`config.mk`:
```
export PLATFORM = sky130hd
export DESIGN_NAME = stopwatch_ctrl_flat
export DESIGN_NICKNAME = d
export VERILOG_FILES = /design/src/rtl/stopwatch_pkg.sv /design/src/rtl/stopwatch_ctrl_if.sv /design/src/rtl/stopwatch_ctrl_debounce.sv /design/src/rtl/stopwatch_ctrl.sv /design/src/flat_wrapper.sv
export SDC_FILE = /design/constraint.sdc
export NUM_CORES = 1
export LEC_CHECK = 0
export CAP_MARGIN = 20
export CELL_PAD_IN_SITES_DETAIL_PLACEMENT = 0
export CELL_PAD_IN_SITES_GLOBAL_PLACEMENT = 1
export CORE_MARGIN = 2
export CORE_UTILIZATION = 52
export CTS_CLUSTER_DIAMETER = 200
export DETAILED_ROUTE_END_ITERATION = 12
export GPL_TIMING_DRIVEN = 1
export PLACE_DENSITY_LB_ADDON = 0.1
export SLEW_MARGIN = 25
export SYNTH_ARGS = -nofsm -noshare
export SYNTH_HDL_FRONTEND = slang
export SYNTH_HIERARCHICAL = 1
export SYNTH_SLANG_ARGS = --single-unit
```
`constraint.sdc`:
```
create_clock -name CLOCK_50 -period 3 [get_ports CLOCK_50]
set_input_delay 0.45 -clock CLOCK_50 [delete_from_list [all_inputs] [get_ports CLOCK_50]]
set_output_delay 0.45 -clock CLOCK_50 [all_outputs]
set_load 0.02 [all_outputs]
```
`src/rtl/stopwatch_pkg.sv`:
```
// Shared types and default timing constants for the stopwatch controller.
// The defaults assume CLOCK_50: a 10 ms count tick and a 20 ms debounce window.
package stopwatch_pkg;

    typedef enum logic [1:0] {
        IDLE  = 2'd0,
        RUN   = 2'd1,
        PAUSE = 2'd2,
        LAP   = 2'd3
    } sw_state_t;

    localparam int DEFAULT_TICK_DIV  = 500000;
    localparam int DEFAULT_DB_CYCLES = 1000000;

endpackage

```
`src/rtl/stopwatch_ctrl_if.sv`:
```
// Control bundle between the stopwatch controller (master) and the counter/display (slave).
interface stopwatch_ctrl_if;

    logic cnt_at_max;
    logic cnt_tick;
    logic cnt_clr;
    logic disp_freeze;
    logic run_led;

    modport master (
        input  cnt_at_max,
        output cnt_tick,
        output cnt_clr,
        output disp_freeze,
        output run_led
    );

    modport slave (
        output cnt_at_max,
        input  cnt_tick,
        input  cnt_clr,
        input  disp_freeze,
        input  run_led
    );

endinterface

```
`src/rtl/stopwatch_ctrl_debounce.sv`:
```
// Two-flop synchroniser plus stable-count filter for one active-low push-button.
// Emits a one-cycle press pulse when a new low level is accepted; releases are silent.
module key_debounce #(
    parameter int DB_CYCLES = 4
) (
    input  logic clk,
    input  logic rst_n,
    input  logic key_n,
    output logic press
);

    localparam int CW = $clog2(DB_CYCLES + 1);
    localparam logic [CW-1:0] CNT_LAST = CW'(DB_CYCLES - 1);

    logic [1:0]    sync;
    logic          level;
    logic [CW-1:0] cnt;

    // NOTE: sequential state uses non-blocking assignments so every flop samples pre-edge values.
    always_ff @(posedge clk or negedge rst_n) begin
        if (!rst_n) begin
            sync  <= 2'b11;
            level <= 1'b1;
            cnt   <= '0;
            press <= 1'b0;
        end else begin
            sync  <= {sync[0], key_n};
            press <= 1'b0;
            if (sync[1] == level) begin
                cnt <= '0;
            end else if (cnt == CNT_LAST) begin
                // The new level held for DB_CYCLES samples: accept it.
                level <= sync[1];
                cnt   <= '0;
                press <= ~sync[1];
            end else begin
                cnt <= cnt + 1'b1;
            end
        end
    end

endmodule

```
`src/rtl/stopwatch_ctrl.sv`:
```
// Run/pause/lap/clear sequencer for the stopwatch counter: debounces the two keys,
// divides the clock to the count tick and drives the counter and display controls.
module stopwatch_ctrl
    import stopwatch_pkg::*;
#(
    parameter int TICK_DIV  = DEFAULT_TICK_DIV,
    parameter int DB_CYCLES = DEFAULT_DB_CYCLES
) (
    input  logic             CLOCK_50,
    input  logic             RST_N,
    input  logic             KEY_SS_N,
    input  logic             KEY_LAP_N,
    stopwatch_ctrl_if.master cnt
);

    localparam int PW = $clog2(TICK_DIV);
    localparam logic [PW-1:0] PRE_LAST = PW'(TICK_DIV - 1);

    sw_state_t     state;
    sw_state_t     state_nxt;
    logic [PW-1:0] pre;
    logic          ss_ev;
    logic          lap_ev;
    logic          running;
    logic          tick_pt;
    logic          clr_req;
    logic          rst_done;
    logic          tick_q;
    logic          clr_q;
    logic          freeze_q;
    logic          led_q;

    key_debounce #(.DB_CYCLES(DB_CYCLES)) u_db_ss (
        .clk   (CLOCK_50),
        .rst_n (RST_N),
        .key_n (KEY_SS_N),
        .press (ss_ev)
    );

    key_debounce #(.DB_CYCLES(DB_CYCLES)) u_db_lap (
        .clk   (CLOCK_50),
        .rst_n (RST_N),
        .key_n (KEY_LAP_N),
        .press (lap_ev)
    );

    assign running = (state == RUN) || (state == LAP);
    assign tick_pt = running && (pre == PRE_LAST);

    // NOTE: defaults are assigned first so every path drives every signal and no latch is inferred.
    always_comb begin
        state_nxt = state;
        clr_req   = 1'b0;
        case (state)
            IDLE: begin
                if (ss_ev) state_nxt = RUN;
            end
            RUN, LAP: begin
                // Start/stop outranks lap; reaching 99.99 parks the watch in PAUSE.
                if (ss_ev || (tick_pt && cnt.cnt_at_max)) begin
                    state_nxt = PAUSE;
                end else if (lap_ev) begin
                    state_nxt = (state == RUN) ? LAP : RUN;
                end
            end
            PAUSE: begin
                if (ss_ev) begin
                    state_nxt = RUN;
                end else if (lap_ev) begin
                    state_nxt = IDLE;
                    clr_req   = 1'b1;
                end
            end
            default: state_nxt = IDLE;
        endcase
    end

    always_ff @(posedge CLOCK_50 or negedge RST_N) begin
        if (!RST_N) begin
            state    <= IDLE;
            pre      <= '0;
            rst_done <= 1'b0;
            tick_q   <= 1'b0;
            clr_q    <= 1'b0;
            freeze_q <= 1'b0;
            led_q    <= 1'b0;
        end else begin
            state    <= state_nxt;
            rst_done <= 1'b1;
            // A fresh start re-phases the prescaler; resuming from PAUSE keeps its phase.
            if (state == IDLE && state_nxt == RUN) begin
                pre <= '0;
            end else if (running) begin
                pre <= tick_pt ? '0 : pre + 1'b1;
            end
            tick_q   <= tick_pt && !cnt.cnt_at_max;
            clr_q    <= !rst_done || clr_req;
            freeze_q <= (state_nxt == LAP);
            led_q    <= (state_nxt == RUN) || (state_nxt == LAP);
        end
    end

    assign cnt.cnt_tick    = tick_q;
    assign cnt.cnt_clr     = clr_q;
    assign cnt.disp_freeze = freeze_q;
    assign cnt.run_led     = led_q;

endmodule
```
`src/flat_wrapper.sv`:
```
// flat-port wrapper written by rule: the top's interface ports become plain ports
module stopwatch_ctrl_flat import stopwatch_pkg::*;
#(
    parameter int TICK_DIV  = DEFAULT_TICK_DIV,
    parameter int DB_CYCLES = DEFAULT_DB_CYCLES
)
  (CLOCK_50, RST_N, KEY_SS_N, KEY_LAP_N, cnt_cnt_at_max, cnt_cnt_tick, cnt_cnt_clr, cnt_disp_freeze, cnt_run_led);
  stopwatch_ctrl_if cnt_i ();
  input  logic CLOCK_50;
  input  logic RST_N;
  input  logic KEY_SS_N;
  input  logic KEY_LAP_N;
  input wire logic [$bits(cnt_i.cnt_at_max)-1:0] cnt_cnt_at_max;
  output wire logic [$bits(cnt_i.cnt_tick)-1:0] cnt_cnt_tick;
  output wire logic [$bits(cnt_i.cnt_clr)-1:0] cnt_cnt_clr;
  output wire logic [$bits(cnt_i.disp_freeze)-1:0] cnt_disp_freeze;
  output wire logic [$bits(cnt_i.run_led)-1:0] cnt_run_led;
  assign cnt_i.cnt_at_max = cnt_cnt_at_max;
  assign cnt_cnt_tick = cnt_i.cnt_tick;
  assign cnt_cnt_clr = cnt_i.cnt_clr;
  assign cnt_disp_freeze = cnt_i.disp_freeze;
  assign cnt_run_led = cnt_i.run_led;
  stopwatch_ctrl #(.TICK_DIV(TICK_DIV), .DB_CYCLES(DB_CYCLES)) u_core (.CLOCK_50(CLOCK_50), .RST_N(RST_N), .KEY_SS_N(KEY_SS_N), .KEY_LAP_N(KEY_LAP_N), .cnt(cnt_i));
endmodule
```
Yosys cells after proc, flatten, opt, wreduce, memory -nomap -nowiden
Cells that the tools add are included.

word-level totals
  register bits after elaboration = 74
  output and inout port bits = 4
  word-level logic and storage cells = 68

operators by class
  add/sub/neg operators = 3
  eq/ne operators = 10
  muxes and demuxes = 21
  bitwise gates (word level) = 4
  reductions and logical operators = 15

operators by type and width
  cell                                            count
  2-to-1 mux 20 bit                               4
  2-to-1 mux 19 bit                               3
  adder 20 x 1 -> 20 bit (second input constant)  2
  == test 20 bit (second input constant)          2
  adder 19 x 1 -> 19 bit (second input constant)  1
  == test 19 bit (second input constant)          1
  2-to-1 mux 2 bit                                6
  2-to-1 mux 1 bit                                7
  == test 2 bit (second input constant)           3
  one-hot mux 2 bit (3 select lines)              1
  == test 2 x 1 -> 1 bit (second input constant)  2
  logical AND 1 bit                               4
  logical OR 1 bit                                4
  inverter 1 bit                                  4
  AND reduction 2 bit                             2
  == test 1 bit                                   2
  zero test 1 bit                                 2
  zero test 2 bit                                 1
  nonzero test 2 bit                              1
  OR reduction 2 bit                              1

Depth between registers and ports, before layout
  word-level depth = 10
  depth in mapped cells = 7
  mapped depth without buffers = 6

Hierarchy
Netlist, hierarchy kept.

modules (own cells, without submodules)
  module          instances  cells an instance  area each (sq um)
  key_debounce    2          116                1139.8
  stopwatch_ctrl  1          158                1451.4

Worst setup path before layout
OpenSTA, ideal clock, no wires.

  kind = register to register
  start point = register u_core.pre[0]
  end point = register u_core.pre[16]
  library setup time = 0.118 ns
  data arrival time = 1.862 ns
  setup slack = 1.020 ns
  cell stages (with the launch flop) = 8
  cell sequence = dfrtp_1 ha_1 nand4_1 or4_4 o21a_1 buf_6 a21o_1 a21o_1

between the ends
  longest elaborated chain between the ends = 9
  elaborated cells between the ends (all ways) = 13

RTL lines
  element                                                  line                  source
  from (decl)                                              stopwatch_ctrl.sv:21  logic [PW-1:0] pre;
  from (signal assigned)                                   stopwatch_ctrl.sv:94  pre <= tick_pt ? '0 : pre + 1'b1;
  == test 19 bit                                           stopwatch_ctrl.sv:48  assign tick_pt = running && (pre == PRE_LAST);
  logical AND 1 bit                                        stopwatch_ctrl.sv:48
  logical AND 1 bit                                        stopwatch_ctrl.sv:60  if (ss_ev || (tick_pt && cnt.cnt_at_max)) begin
  logical OR 1 bit                                         stopwatch_ctrl.sv:60
  2-to-1 mux 2 bit                                         stopwatch_ctrl.sv:60
  one-hot mux 2 bit (3 select lines)                       stopwatch_ctrl.sv:54  case (state)
  == test 2 x 1 -> 1 bit                                   stopwatch_ctrl.sv:91  if (state == IDLE && state_nxt == RUN) begin
  logical AND 1 bit                                        stopwatch_ctrl.sv:91
  2-to-1 mux 19 bit or nonzero test 2 bit (tied branches)  -

Several ways; a longest one is shown, not always the timed one. The select of a mux whose other input is x is not followed.
A chain may end at the register's enable or synchronous reset.

Worst setup path after layout
  start point = register u_core.pre[0]
  end point = register u_core.pre[12]

Same word-level chain as after synthesis.

==> flow_summary.yaml <==
clock_tree:
  clkLatencyLatePin_ns: 0.34
  clock_path_buffers: 2
  cts_buffers: 9
  h-tree-depth: 3
  clock-sinks: 74
  cts_tree: "yes"
  cts-hold-fix-buffers: 0
  clkSlewWorstSetupHoldPaths_ns: 0.08
  cts-root-buf: "clkbuf_8"
  postCtsSetupRepairBufs: 0
  cts-resized-gates: 0
power:
  p_int_mw: 1.46
  p_leak_nw: 1.63
  pwr-share-comb: 0.030
  finalPower_mw: 1.86
  p_seq_frac: 0.548
  powerDensity_mw_per_mm2: 459
  ir_worst_vdd_uv: 243
  pwr-share-clk: 0.421
  swShare: 0.217
  p_sw_mw: 0.405
synth:
  synth_nets: 398
  ys.flop_type: "dfrtp_1"
  synthArstFlopShare: 1.00
  synth_area_leader_cell: "dfrtp_1"
  ys_ff_latch: 74
  netlist_instances: 390
  yosysWarningCount: 6
  synth.distinct_cells: 50
  yosysSeqAreaShare: 0.498
  syn_area_per_cell_um2: 9.57
  synth-edff-count: 0
  synth_area_leaders: "dfrtp_1 (46%), dfstp_2 (4.2%), xnor2_1 (3.8%)"
  syn_area_mm2: 0.00373
  synth_top_cell_area_share: 0.456
grt:
  grt_pass1_vias: 2689
  grt_start_max_net_pins: 75
  grt_pass1_wl_mm: 12.7
  antenna_found_initial: 0
  gr-total-overflow: 0
  track_usage: 0.208
timing:
  setup_viol: 0
  tightest_slew_ns: 0.661
  setup_tns_ns: 0
  hold_ws_ns: 0.0994
  period_needed_ns: 2.41
  relSlewSlack: 0.559
  finalMaxSlewViolations: 0
  rsz0062_at_grt: "no"
  finalCritPeriodShare: 0.802
  clock_skew_ns: 0.0105
  setup_slack_ns: 0.593
  finalHoldViolCount: 0
  fmaxAchievable_mhz: 415
floorplan:
  std_cell_rows: 30
  die_h_um: 88.7
  placeableCoreArea_mm2: 0.00687
  die_x_um: 88.7
  ioPinCount: 9
  dieArea_mm2: 0.00787
  initial_core_util: 0.543
place:
  placedCellCount: 480
  dpl_worst_slack_ns: 0.663
  placed_cell_area_mm2: 0.00385
  place_congestion: 0.814
  hpwl_mm: 4.71
  numPortBuffers: 8
cells_and_area:
  final_core_util: 0.592
  drive_above_1_share: 0.118
  area_growth_pct: 8.92
  n_antenna_cell: 0
  final_cell_count_no_fill: 496
  fin_area_mm2: 0.00406
  final_net_count: 403
worst_setup_path:
  max_stage_delay_ns: 0.55
  path_max_fanout: 15
  arrival_ns: 2.64
  worstSetupStartpointType: "flop"
  criticalPathCategory: "flop to flop"
  crit_slowest_cell: "o21ai_2"
  critPathRequiredTime_ns: 3.23
  worstPathCellList: "ha_1 -> nand4_1 -> or4_4 -> o21ai_2 -> o21ai_0 -> a21bo_1"
  end_kind: "flop"
drt:
  drc: 0
  wl_mm: 7.05
  num_vias: 2820
  wl_per_cell_um: 14.2
  viasPerCell: 5.69
  antenna_left: 0
  first_iter_violations: 186
  dr.pass1.iters: 4
run_status:
  status: "finished, final reports clean"
run:
  cap_violations: 0
hold_path:
  hold_class: "primary input to asynchronous set/reset pin"
[cells in the mapped netlist (all sizes together) (13+ instances only)]
| library cell | instances |
|---|---|
| dfrtp | 68 |
| nor2 | 37 |
| o21ai | 28 |
| nand2 | 25 |
| nand3 | 25 |
| a21oi | 22 |
| inv | 21 |
| xnor2 | 16 |
| or3 | 14 |
| nand4 | 13 |
| or4 | 13 |
[cell usage in the layout (no fill, tap or decap), drive strengths merged, types with 4 or more instances in the layout]
cell and count:
nand4 13, clkdlybuf4s50 7, o21ai 28, nor3 11, inv 21, and3 5
or3 14, nand2 25, a22o 4, a21oi 22, nor2 37, a21o 6
dfrtp 68, nor4 11, or4 13, nand3 25, buf 4, xnor2 16
clkbuf 12, o31ai 6, dfstp 6, xor2 11
[power by group through the flow]
stage	Sequential (mW)	Clock, mW	Combinational, mW
finish	1.02	0.785	0.0563
detailed placement	1.04	0	0.0575
global route	1.02	0.860	0.0674
floorplan	1.04	0	0.0221
CTS	1.02	0.812	0.0578
global placement	1.04	0	0.0572
[routing by layer]
metal  up-vias  wire [um]  global-route usage
li1       1412          -                   -
met1      1370       3470               0.296
met2        29       3280               0.308
met3         9        182              0.0466
met4         0        106              0.0882
met5         -          0                   0
[registers in the layout, indices dropped and copies added, names as in the netlist]
signal	count
u_core/state	2
u_core/cnt.run_led	1
u_core/cnt.disp_freeze	1
u_core/pre	19
u_core/u_db_lap/press	1
u_core/rst_done	1
u_core/u_db_lap/sync	2
u_core/u_db_lap/level	1
u_core/u_db_ss/press	1
u_core/cnt.cnt_tick	1
u_core/u_db_ss/level	1
u_core/u_db_lap/cnt	20
u_core/u_db_ss/cnt	20
u_core/cnt.cnt_clr	1
u_core/u_db_ss/sync	2
[path summary, 6_finish.rpt]
check                                        from                      to  slack (ns)  cells after the start
max                                 u_core/pre[0]          u_core/pre[12]        0.59                      6
min                                         RST_N  u_core/u_db_ss/cnt[18]         0.1                      1
max reg2reg                         u_core/pre[0]          u_core/pre[12]        0.59                      6
min reg2reg                u_core/u_db_ss/sync[0]  u_core/u_db_ss/sync[1]        0.36                      0
max in group asynchronous                   RST_N   u_core/u_db_ss/cnt[5]        2.43                      1
min in group CLOCK_50      u_core/u_db_ss/sync[0]  u_core/u_db_ss/sync[1]        0.36                      0
[final cells by class]
| type | instances | area (um^2) |
|---|---|---|
| clock buffers | 12 | 155 |
| clock inverters | 4 | 51.3 |
| fillers | 623 | 2810 |
| inverters | 21 | 78.8 |
| multi-input cells | 278 | 1700 |
| flip-flops and latches | 74 | 1860 |
| well taps | 96 | 120 |
| repair buffers | 11 | 104 |
[worst max-delay path, delay by kind of cell, from the launching register on]
family                     cells  cell delay [ns]
adders and majority gates      1             0.24
AOI/OAI and AO/OA              3             0.95
DFF                            1             0.42
and+or+nand+nor                2             0.67
[cells by family (layout without fill, tap and decap cells)]
kind of cell,Yosys count,count (layout),share of synthesized area
mux,2,2,0.00604
other cells,1,1,0.00101
compound gates,72,72,0.114
fa+ha+maj,3,3,0.0101
buf+inv,38,48,0.0473
flops,74,74,0.498
xor+xnor,27,27,0.0634
simple gates,173,173,0.260
(Power assumes the default switching activity.)
